$ cat src/rtl/sipo_deserializer_if.sv
// Serial-in / parallel-out link: qualified serial stream in, valid/ready word out.
// master is the stream source plus word sink; slave is the deserializer.
interface sipo_deserializer_if #(
    parameter int unsigned WIDTH = 8
);
    logic             ser;
    logic             ser_valid;
    logic             frame_start;
    logic [WIDTH-1:0] par_out;
    logic             par_valid;
    logic             par_ready;

    modport master (
        output ser,
        output ser_valid,
        output frame_start,
        output par_ready,
        input  par_out,
        input  par_valid
    );

    modport slave (
        input  ser,
        input  ser_valid,
        input  frame_start,
        input  par_ready,
        output par_out,
        output par_valid
    );
endinterface

$ cat src/rtl/sipo_deserializer.sv
// Serial-in / parallel-out receiver: shifts qualified bits into WIDTH-bit words and
// hands each completed word to downstream over valid/ready, flagging overrun and framing errors.
module sipo_deserializer #(
    parameter int unsigned WIDTH     = 8,
    parameter bit          MSB_FIRST = 1'b1
) (
    input  logic                     clk,
    input  logic                     rst_n,
    input  logic                     clk_inh,
    input  logic                     err_clr,
    sipo_deserializer_if.slave       bus,
    output logic [WIDTH-1:0]         q,
    output logic [$clog2(WIDTH)-1:0] bit_cnt,
    output logic                     overrun,
    output logic                     frame_err
);
    localparam int unsigned CW = $clog2(WIDTH);
    localparam logic [CW-1:0] CNT_LAST = CW'(WIDTH - 1);

    localparam logic [0:0] IDLE = 1'b0;
    localparam logic [0:0] RECV = 1'b1;

    logic [0:0]       state;
    logic [0:0]       state_n;
    logic [WIDTH-1:0] shifted;
    logic [WIDTH-1:0] q_n;
    logic [CW-1:0]    cnt_n;
    logic [WIDTH-1:0] par_out_r;
    logic [WIDTH-1:0] par_out_n;
    logic             par_valid_r;
    logic             par_valid_n;
    logic             overrun_n;
    logic             frame_err_n;
    logic             acc;
    logic             word_done;
    logic             ovr_evt;
    logic             ferr_evt;

    // Shift register value after taking in the current serial bit.
    if (MSB_FIRST) begin : g_msb_first
        assign shifted = {q[WIDTH-2:0], bus.ser};
    end else begin : g_lsb_first
        assign shifted = {bus.ser, q[WIDTH-1:1]};
    end

    assign bus.par_out   = par_out_r;
    assign bus.par_valid = par_valid_r;

    // State, shift register, holding register and error flags.
    always_ff @(posedge clk or negedge rst_n) begin
        if (!rst_n) begin
            state       <= IDLE;
            q           <= '0;
            bit_cnt     <= '0;
            par_out_r   <= '0;
            par_valid_r <= 1'b0;
            overrun     <= 1'b0;
            frame_err   <= 1'b0;
        end else begin
            state       <= state_n;
            q           <= q_n;
            bit_cnt     <= cnt_n;
            par_out_r   <= par_out_n;
            par_valid_r <= par_valid_n;
            overrun     <= overrun_n;
            frame_err   <= frame_err_n;
        end
    end

    // Next-state: bit collection, word hand-off and sticky error flags.
    always_comb begin
        state_n     = state;
        q_n         = q;
        cnt_n       = bit_cnt;
        par_out_n   = par_out_r;
        par_valid_n = par_valid_r;
        word_done   = 1'b0;
        ovr_evt     = 1'b0;
        ferr_evt    = 1'b0;
        acc         = bus.ser_valid & ~clk_inh;

        if (acc) begin
            q_n = shifted;
            if (bus.frame_start) begin
                // Restart the word on this bit; aborting a partial word is an error.
                state_n  = RECV;
                cnt_n    = CW'(1);
                ferr_evt = (state == RECV);
            end else if (state == IDLE) begin
                state_n = RECV;
                cnt_n   = CW'(1);
            end else if (bit_cnt == CNT_LAST) begin
                state_n   = IDLE;
                cnt_n     = '0;
                word_done = 1'b1;
            end else begin
                cnt_n = bit_cnt + CW'(1);
            end
        end

        if (par_valid_r && bus.par_ready) begin
            par_valid_n = 1'b0;
        end

        // A new word may replace the held one only if the held one leaves on this edge.
        if (word_done) begin
            if (!par_valid_r || bus.par_ready) begin
                par_out_n   = shifted;
                par_valid_n = 1'b1;
            end else begin
                ovr_evt = 1'b1;
            end
        end

        overrun_n   = ovr_evt  | (overrun   & ~err_clr);
        frame_err_n = ferr_evt | (frame_err & ~err_clr);
    end
endmodule

$ cat src/flat_wrapper.sv
// flat-port wrapper written by rule: the top's interface ports become plain ports
module sipo_deserializer_flat 
#(
    parameter int unsigned WIDTH     = 8,
    parameter bit          MSB_FIRST = 1'b1
)
  (clk, rst_n, clk_inh, err_clr, q, bit_cnt, overrun, frame_err, bus_ser, bus_ser_valid, bus_frame_start, bus_par_ready, bus_par_out, bus_par_valid);
  sipo_deserializer_if #(.WIDTH(WIDTH)) bus_i ();
  input  logic clk;
  input  logic rst_n;
  input  logic clk_inh;
  input  logic err_clr;
  output logic [WIDTH-1:0] q;
  output logic [$clog2(WIDTH)-1:0] bit_cnt;
  output logic overrun;
  output logic frame_err;
  input wire logic [$bits(bus_i.ser)-1:0] bus_ser;
  input wire logic [$bits(bus_i.ser_valid)-1:0] bus_ser_valid;
  input wire logic [$bits(bus_i.frame_start)-1:0] bus_frame_start;
  input wire logic [$bits(bus_i.par_ready)-1:0] bus_par_ready;
  output wire logic [$bits(bus_i.par_out)-1:0] bus_par_out;
  output wire logic [$bits(bus_i.par_valid)-1:0] bus_par_valid;
  assign bus_i.ser = bus_ser;
  assign bus_i.ser_valid = bus_ser_valid;
  assign bus_i.frame_start = bus_frame_start;
  assign bus_i.par_ready = bus_par_ready;
  assign bus_par_out = bus_i.par_out;
  assign bus_par_valid = bus_i.par_valid;
  sipo_deserializer #(.WIDTH(WIDTH), .MSB_FIRST(MSB_FIRST)) u_core (.clk(clk), .rst_n(rst_n), .clk_inh(clk_inh), .err_clr(err_clr), .bus(bus_i), .q(q), .bit_cnt(bit_cnt), .overrun(overrun), .frame_err(frame_err));
endmodule
$ cat config.mk
export PLATFORM = sky130hd
export DESIGN_NAME = sipo_deserializer_flat
export DESIGN_NICKNAME = d
export VERILOG_FILES = /design/src/rtl/sipo_deserializer_if.sv /design/src/rtl/sipo_deserializer.sv /design/src/flat_wrapper.sv
export SDC_FILE = /design/constraint.sdc
export NUM_CORES = 1
export LEC_CHECK = 0
export CORE_ASPECT_RATIO = 1.25
export CORE_MARGIN = 8
export CORE_UTILIZATION = 47
export DETAILED_ROUTE_END_ITERATION = 8
export HOLD_SLACK_MARGIN = 0.03
export PLACE_DENSITY = 0.87
export SLEW_MARGIN = 20
export SYNTH_ARGS = -nofsm -noshare
export SYNTH_HDL_FRONTEND = slang
export SYNTH_SLANG_ARGS = --single-unit
export TNS_END_PERCENT = 1
$ cat constraint.sdc
create_clock -name clk -period 3.36 [get_ports clk]
set_input_delay 0.336 -clock clk [delete_from_list [all_inputs] [get_ports clk]]
set_output_delay 0.336 -clock clk [all_outputs]
set_load 0.005 [all_outputs]
-- Word level (Yosys, flattened, before mapping)
Cells that the tools add are included.
- register bits: 23
- $add $sub $neg: 1
- equality and inequality tests: 1
- multiplexer cells: 17
- bitwise gates (word level): 7
- reduce and logical (&&, ||, !) cells: 4
- operator list (kind ; count):
    $mux W1 ; 14
    $mux W3 ; 3
    $add A3 B1 Y3 const B ; 1
    $and A1 B1 Y1 ; 3
    $eq A3 B3 Y1 const B ; 1
    $not A1 Y1 ; 2
    $or A1 B1 Y1 ; 2
    $reduce_and A2 Y1 ; 1
    $logic_and A1 B1 Y1 ; 1
    $logic_not A1 Y1 ; 1
    $logic_or A1 B1 Y1 ; 1

-- Depth between registers and ports, before layout
Gate-level depths: netlist (run 1).
- depth after elaboration: 7
- depth in mapped cells: 5
- gate-level depth less buffers: 5

-- Least setup slack after synthesis (run 1)
No wires, ideal clock.
- path kind: flip-flop to flip-flop
- start: reg u_core.bit_cnt[0]
- end: reg u_core.par_out_r[0] (netlist: u_core.bus.par_out[0])
- setup time: 0.125 ns
- arrival: 1.280 ns
- path slack: 1.955 ns
- stages on the path, launching flop included: 5
- buffers on the path: 0
- clock period less this slack: 1.405 ns
- path through: dfrtp_1 > ha_1 > ha_1 > nand4_4 > mux2_2
- cells in the longest elaborated chain, start to end: 6
- RTL lines (item ; line ; source):
    start: declaration ; sipo_deserializer.sv:13 ; output logic [$clog2(WIDTH)-1:0] bit_cnt,
    start signal: assignment ; sipo_deserializer.sv:62 ; bit_cnt <= cnt_n;
    $eq A3 B3 Y1 ; sipo_deserializer.sv:92 ; end else if (bit_cnt == CNT_LAST) begin
    $mux W1 ; sipo_deserializer.sv:92 ;
    $mux W1 ; sipo_deserializer.sv:89 ; end else if (state == IDLE) begin
    $mux W1 ; sipo_deserializer.sv:84 ; if (bus.frame_start) begin
    $mux W1 ; sipo_deserializer.sv:82 ; if (acc) begin
    $reduce_and A2 Y1 (no line) ; -- ;
    end signal: assignment ; sipo_deserializer.sv:63 ; par_out_r <= par_out_n;
    end: declaration ; sipo_deserializer.sv:28 ; logic [WIDTH-1:0] par_out_r;
No other way between the ends.
A chain may end at the register's enable or synchronous reset.

-- Worst setup path after layout (run 1)
- start: reg u_core.q[3]
- end: out q[3]
- RTL lines (item ; line ; source):
    start: declaration ; sipo_deserializer.sv:12 ; output logic [WIDTH-1:0] q,
    start signal: assignment ; sipo_deserializer.sv:61 ; q <= q_n;
    end: declaration ; flat_wrapper.sv:13 ; output logic [WIDTH-1:0] q;
No word-level cell between the ends.

==> results.json, run 1 <==
{
  "yosys-top-cells-area": "dfrtp_1, nand2_1, mux2_2",
  "hold_path.class": "reg2reg",
  "yosys.cell_count.top_type": "nand2_1",
  "netlist_top_cells_count": "nand2_1, dfrtp_1, mux2_2, o21ai_0",
  "avgRoutedWirePerCell_um": 14.64,
  "critPathKind": "reg2out",
  "die_w_um": 55.86,
  "clock-sinks": 23,
  "ys_seq_area_share_pct": 61.66,
  "crit_required_ps": 3020,
  "core_um2": 1937,
  "finish.utilization_pct": 65.70,
  "fp-row-count": 18,
  "rsz0062_at_grt": "false",
  "grt-busiest-layer": "met2",
  "cts-root-buf": "clkbuf_4",
  "final_layout_size_suffix_gt1_share_pct": 13.91,
  "htreeDepth": 1,
  "drt_iter0_drc": 12,
  "use_met2_pct": 19.10,
  "synthesis.nets": 93,
  "netlist.top_cell.by_area": "dfrtp_1",
  "cts_tree": "done",
  "worst_slew_pin_slew_ps": 492.9,
  "drv_slew": 0,
  "drt_first_pass_iters": 4,
  "max_stage_delay_ps": 530,
  "maxCapViolCount": 0,
  "avgSynthCellArea_um2": 11.25,
  "cts.clk_slew.worst_paths_ps": 120,
  "grtUsageTotal_pct": 11.17,
  "layout.nets": 126,
  "synth_top_area_share_pct": 61.66,
  "antenna_found_initial": 0,
  "yosysUniqueCellTypes": 18,
  "setup_tns_ps": 0,
  "start_kind": "register",
  "worstPathMaxFanout": 4,
  "fp.dieArea_um2": 3677,
  "dp_slack_ps": 1427,
  "synth_cells": 83,
  "vias": 686,
  "globalRouteMet1Util_pct": 11.00,
  "p_leak_uw": 0.0006274,
  "critical-path-top-delay-family": "buffers and inverters",
  "grt_util_met3_pct": 3.654,
  "drtAntennaViolNets": 0,
  "synth_enable_flop_cells": 0,
  "crit_buf_inv": 1,
  "drcViolationCount": 0,
  "die-height_um": 65.83,
  "async_flop_share_pct": 100.0,
  "postCtsSetupBuffers": 0,
  "hold_viol": 0,
  "initial_core_util_pct": 48.19,
  "min_period_over_period_pct": 47.79,
  "ys_warn_count": 0,
  "synthesis.area_um2": 933.4,
  "overflow": 0,
  "synth_seq_cells": 23,
  "gp_congestion": 0.7674,
  "first_global_vias": 698,
  "cts_buffers": 3,
  "crit_path_cell_trace": "clkdlybuf4s50_1",
  "routed_via_density": 5.081,
  "num_io_pins": 30,
  "syn_to_final_growth_pct": 36.33,
  "clock.fmax_mhz": 622.7,
  "worstSkewPairLatency_ps": 310,
  "grt_max_degree": 24,
  "worstSetupEndpointType": "output pin",
  "ir_worst_vdd_uv": 255.9,
  "antenna_cells": 0,
  "slew_headroom_pct": 67.14,
  "dp.final_hpwl_um": 1506,
  "detail_route.wirelength_um": 1977,
  "numPortBuffers": 29,
  "synthFlopType": "dfrtp_1",
  "critPathSlowestCell": "clkdlybuf4s50_1",
  "clockBufferDepth": 2,
  "setup_viol_count_final": 0,
  "p_total_uw": 570.8,
  "cp.arrival_ps": 1270,
  "skew_ps": 3.765,
  "post_cts_resized": 0,
  "final.min_clock_period_ps": 1606,
  "powerDensity_nw_per_um2": 448.6,
  "status": "finished, final reports clean",
  "grt_pass1_wl_um": 3256,
  "holdBufCountCts": 0,
  "fin_ws_ps": 1754
}
[registers in the layout, summed over array words and instances, names as in the netlist]
signal                count
u_core.q                  8
u_core.bit_cnt            3
u_core.bus.par_out        8
u_core.bus.par_valid      1
u_core.frame_err          1
u_core.state              1
u_core.overrun            1
[stage by stage]
| stage | hold WS, ps | std cells | cell area (um^2) |
|---|---|---|---|
| 6_report | 490.1 | 135 | 1272 |
| 5_1_grt | 522.4 | 135 | 1272 |
| 4_1_cts | 500.1 | 134 | 1267 |
| 3_5_place_dp | 470.0 | 130 | 1240 |
| 3_3_place_gp | 458.4 | 130 | 1240 |
| 2_1_floorplan | 40.41 | 83 | 933.4 |
[kinds of logic (layout without fill, tap and decap cells)]
group                    count (synthesis)  after routing  synth area share, %
buffers and inverters                    4             36                1.742
adder cells (fa/ha/maj)                  2              2                2.681
flip-flops                              23             23                61.66
AO/OA/AOI/OAI                            6              6                3.753
AND/OR/NAND/NOR                         40             40                20.51
multiplexers                             8              8                9.652
[routing by layer]
layer / vias to the layer above / routed length, um / part of all wire [%]
li1: 333 / - / -
met1: 332 / 770 / 39
met2: 16 / 1044 / 53
met3: 5 / 99 / 5.0
met4: 0 / 63 / 3.2
met5: - / 0 / 0
[placed cells by master (no fill, tap or decap)]
cell type / instances
ha_1: 2
and2b_2: 1
clkdlybuf4s50_1: 28
inv_1: 2
nand2b_1: 2
clkinv_2: 1
o21ai_0: 3
nand3_1: 1
dfrtp_1: 23
or2b_2: 1
o21a_1: 1
clkbuf_4: 3
nand4_4: 1
o22ai_1: 2
nand2_1: 31
mux2_2: 8
and2b_1: 1
nand3b_1: 1
nor2_1: 1
buf_2: 1
dlygate4sd3_1: 1
[area by class of cell]
class	instances	area [um^2]
Clock inverter	1	5.005
Clock buffer	3	22.52
Sequential cell	23	575.6
Inverter	2	7.507
Timing Repair Buffer	30	295.3
Fill cell	149	664.4
Multi-Input combinational cell	56	341.6
Tap cell	20	25.02
[report_power, final]
group | switching, uW | total (uW) | internal [uW]
Sequential | 26.2 | 331 | 305
Clock | 79.0 | 123 | 44.5
Combinational | 44.1 | 116 | 72.1
[path summary, 6_finish.rpt]
kind,start,end,slack [ps],cells past startpoint
setup / recovery,u_core.q[3],q[3],1750,1
hold / removal,u_core.q[7],u_core.q[7],490,2
setup reg to reg,u_core.bit_cnt[0],u_core.bus.par_out[5],1860,4
hold reg to reg,u_core.q[7],u_core.q[7],490,2
max in group asynchronous,rst_n,u_core.bus.par_out[2],2520,2
min in group asynchronous,rst_n,u_core.q[6],510,2
(Power assumes the default switching activity.)
==> inputs of run 2 (changes only) <==
CORE_UTILIZATION = 44   (was 47)
PLACE_DENSITY = 0.83   (was 0.87)
clock period = 1.5 ns   (was 3.36 ns; I/O delays follow)
==> run 2 against run 1 <==
Global-route usage down 0.39 points. Critical path depth up 3. Worst hold slack worse by 290 ps. Cell count up 3.7%. Register-to-register slack worse by 1800 ps. First-iteration DRC count down 17%. Die area up 5.0%. Combinational power up 140%. Utilization up 0.65 points. Sequential share of layout area down 1.5 points. Setup slack worse by 1700 ps. Largest power group unchanged.
==> results.json, run 2 (same netlist as run 1, synthesis figures left out) <==
{
  "status": "finished, final reports clean",
  "start_kind": "register",
  "drcViolationCount": 0,
  "cts-root-buf": "clkbuf_4",
  "crit_required_ps": 1700,
  "holdBufCountCts": 0,
  "hold_path.class": "in2async",
  "place_area_um2": 1285,
  "post_cts_resized": 0,
  "grtUsageTotal_pct": 10.78,
  "cp.arrival_ps": 1630,
  "worstPathMaxFanout": 8,
  "wl_met2_um": 979,
  "worst_slew_pin_slew_ps": 279.8,
  "vias": 688,
  "cts.clk_slew.worst_paths_ps": 120,
  "fp.dieArea_um2": 3860,
  "detail_route.wirelength_um": 1962,
  "drt_first_pass_iters": 4,
  "clock.fmax_mhz": 696.8,
  "routed_via_density": 4.914,
  "worstSkewPairLatency_ps": 300,
  "min_period_over_period_pct": 95.68,
  "skew_ps": 5.923,
  "die_w_um": 57.20,
  "final_layout_size_suffix_gt1_share_pct": 18.33,
  "drt-met1-wl_um": 816,
  "grt_max_degree": 24,
  "cts_tree": "done",
  "die-height_um": 67.50,
  "avgRoutedWirePerCell_um": 14.01,
  "layout.nets": 131,
  "initial_core_util_pct": 47.10,
  "core_um2": 1982,
  "htreeDepth": 1,
  "fin_ws_ps": 64.79,
  "dr_wl_met3_um": 157,
  "critPathKind": "reg2reg",
  "first_global_vias": 756,
  "routed.top_layer": "met4",
  "slew_headroom_pct": 81.34,
  "finish.utilization_pct": 66.35,
  "gp_congestion": 0.7099,
  "drt_iter0_drc": 10,
  "drtAntennaViolNets": 0,
  "setup_tns_ps": 0,
  "antenna_found_initial": 0,
  "num_io_pins": 30,
  "dp_slack_ps": -26.64,
  "clockBufferDepth": 2,
  "layout_common_cells": "nand2_1, clkdlybuf4s50_1, dfrtp_1, mux2_2, buf_4",
  "final_common_cell": "nand2_1",
  "cts_buffers": 3,
  "antenna_cells": 0,
  "drv_slew": 0,
  "powerDensity_nw_per_um2": 979.6,
  "postCtsSetupBuffers": 0,
  "setup_viol_count_final": 0,
  "fin_area_um2": 1315,
  "maxCapViolCount": 0,
  "grt_pass1_wl_um": 3387,
  "final.min_clock_period_ps": 1435,
  "syn_to_final_growth_pct": 40.88,
  "numPortBuffers": 29,
  "worstSetupEndpointType": "register",
  "p_leak_uw": 0.0006492,
  "ir_worst_vdd_uv": 896.2,
  "overflow": 0,
  "rsz0062_at_grt": "false",
  "hold_viol": 0,
  "fp-row-count": 18,
  "clock-sinks": 23,
  "dp.final_hpwl_um": 1519,
  "holdWs_ps": 202.5
}
==> run 2: worst max-delay path: stages (launching register included) <==
cell	delay [ps]
dfrtp_1	420
ha_1	190
ha_2	200
nand4_4	150
mux2_2	360
==> run 2: power by group <==
group | internal, uW | switching [uW]
Sequential | 683 | 51.5
Combinational | 176 | 103
Clock | 99.5 | 175
==> run 2: cell type report <==
cell class | count | area [um^2]
clock buffer | 3 | 22.52
clock inverter | 1 | 5.005
fill | 156 | 666.9
inverter | 2 | 7.507
multi-input combinational | 56 | 344.1
sequential | 23 | 575.6
tap | 20 | 25.02
timing repair buffer | 35 | 335.3
==> run 2: metal layers <==
| metal | GRT usage (%) | up-vias |
|---|---|---|
| met5 | 0 | - |
| met4 | 3.529 | 0 |
| met3 | 4.503 | 2 |
| met2 | 18.75 | 21 |
| met1 | 11.65 | 323 |
| li1 | - | 342 |
==> run 2: final timing paths <==
check | startpoint | to | slack (ps) | cells past startpoint
min in group clk | bus_ser | u_core.q[0] | 400 | 3
max | u_core.bit_cnt[1] | u_core.bus.par_out[5] | 60 | 4
min | rst_n | u_core.bus.par_out[2] | 200 | 2
min reg2reg | u_core.q[7] | u_core.q[7] | 490 | 2
max reg2reg | u_core.bit_cnt[1] | u_core.bus.par_out[5] | 60 | 4
max in group asynchronous | rst_n | u_core.bus.par_out[5] | 1080 | 2
==> run 2: per-stage QoR <==
| step | instances | power [uW] |
|---|---|---|
| after CTS | 140 | 1307 |
| after global placement | 136 | 1024 |
| after floorplan | 83 | 830.5 |
| after detailed placement | 136 | 1032 |
| final | 140 | 1288 |
| after global routing | 140 | 1375 |
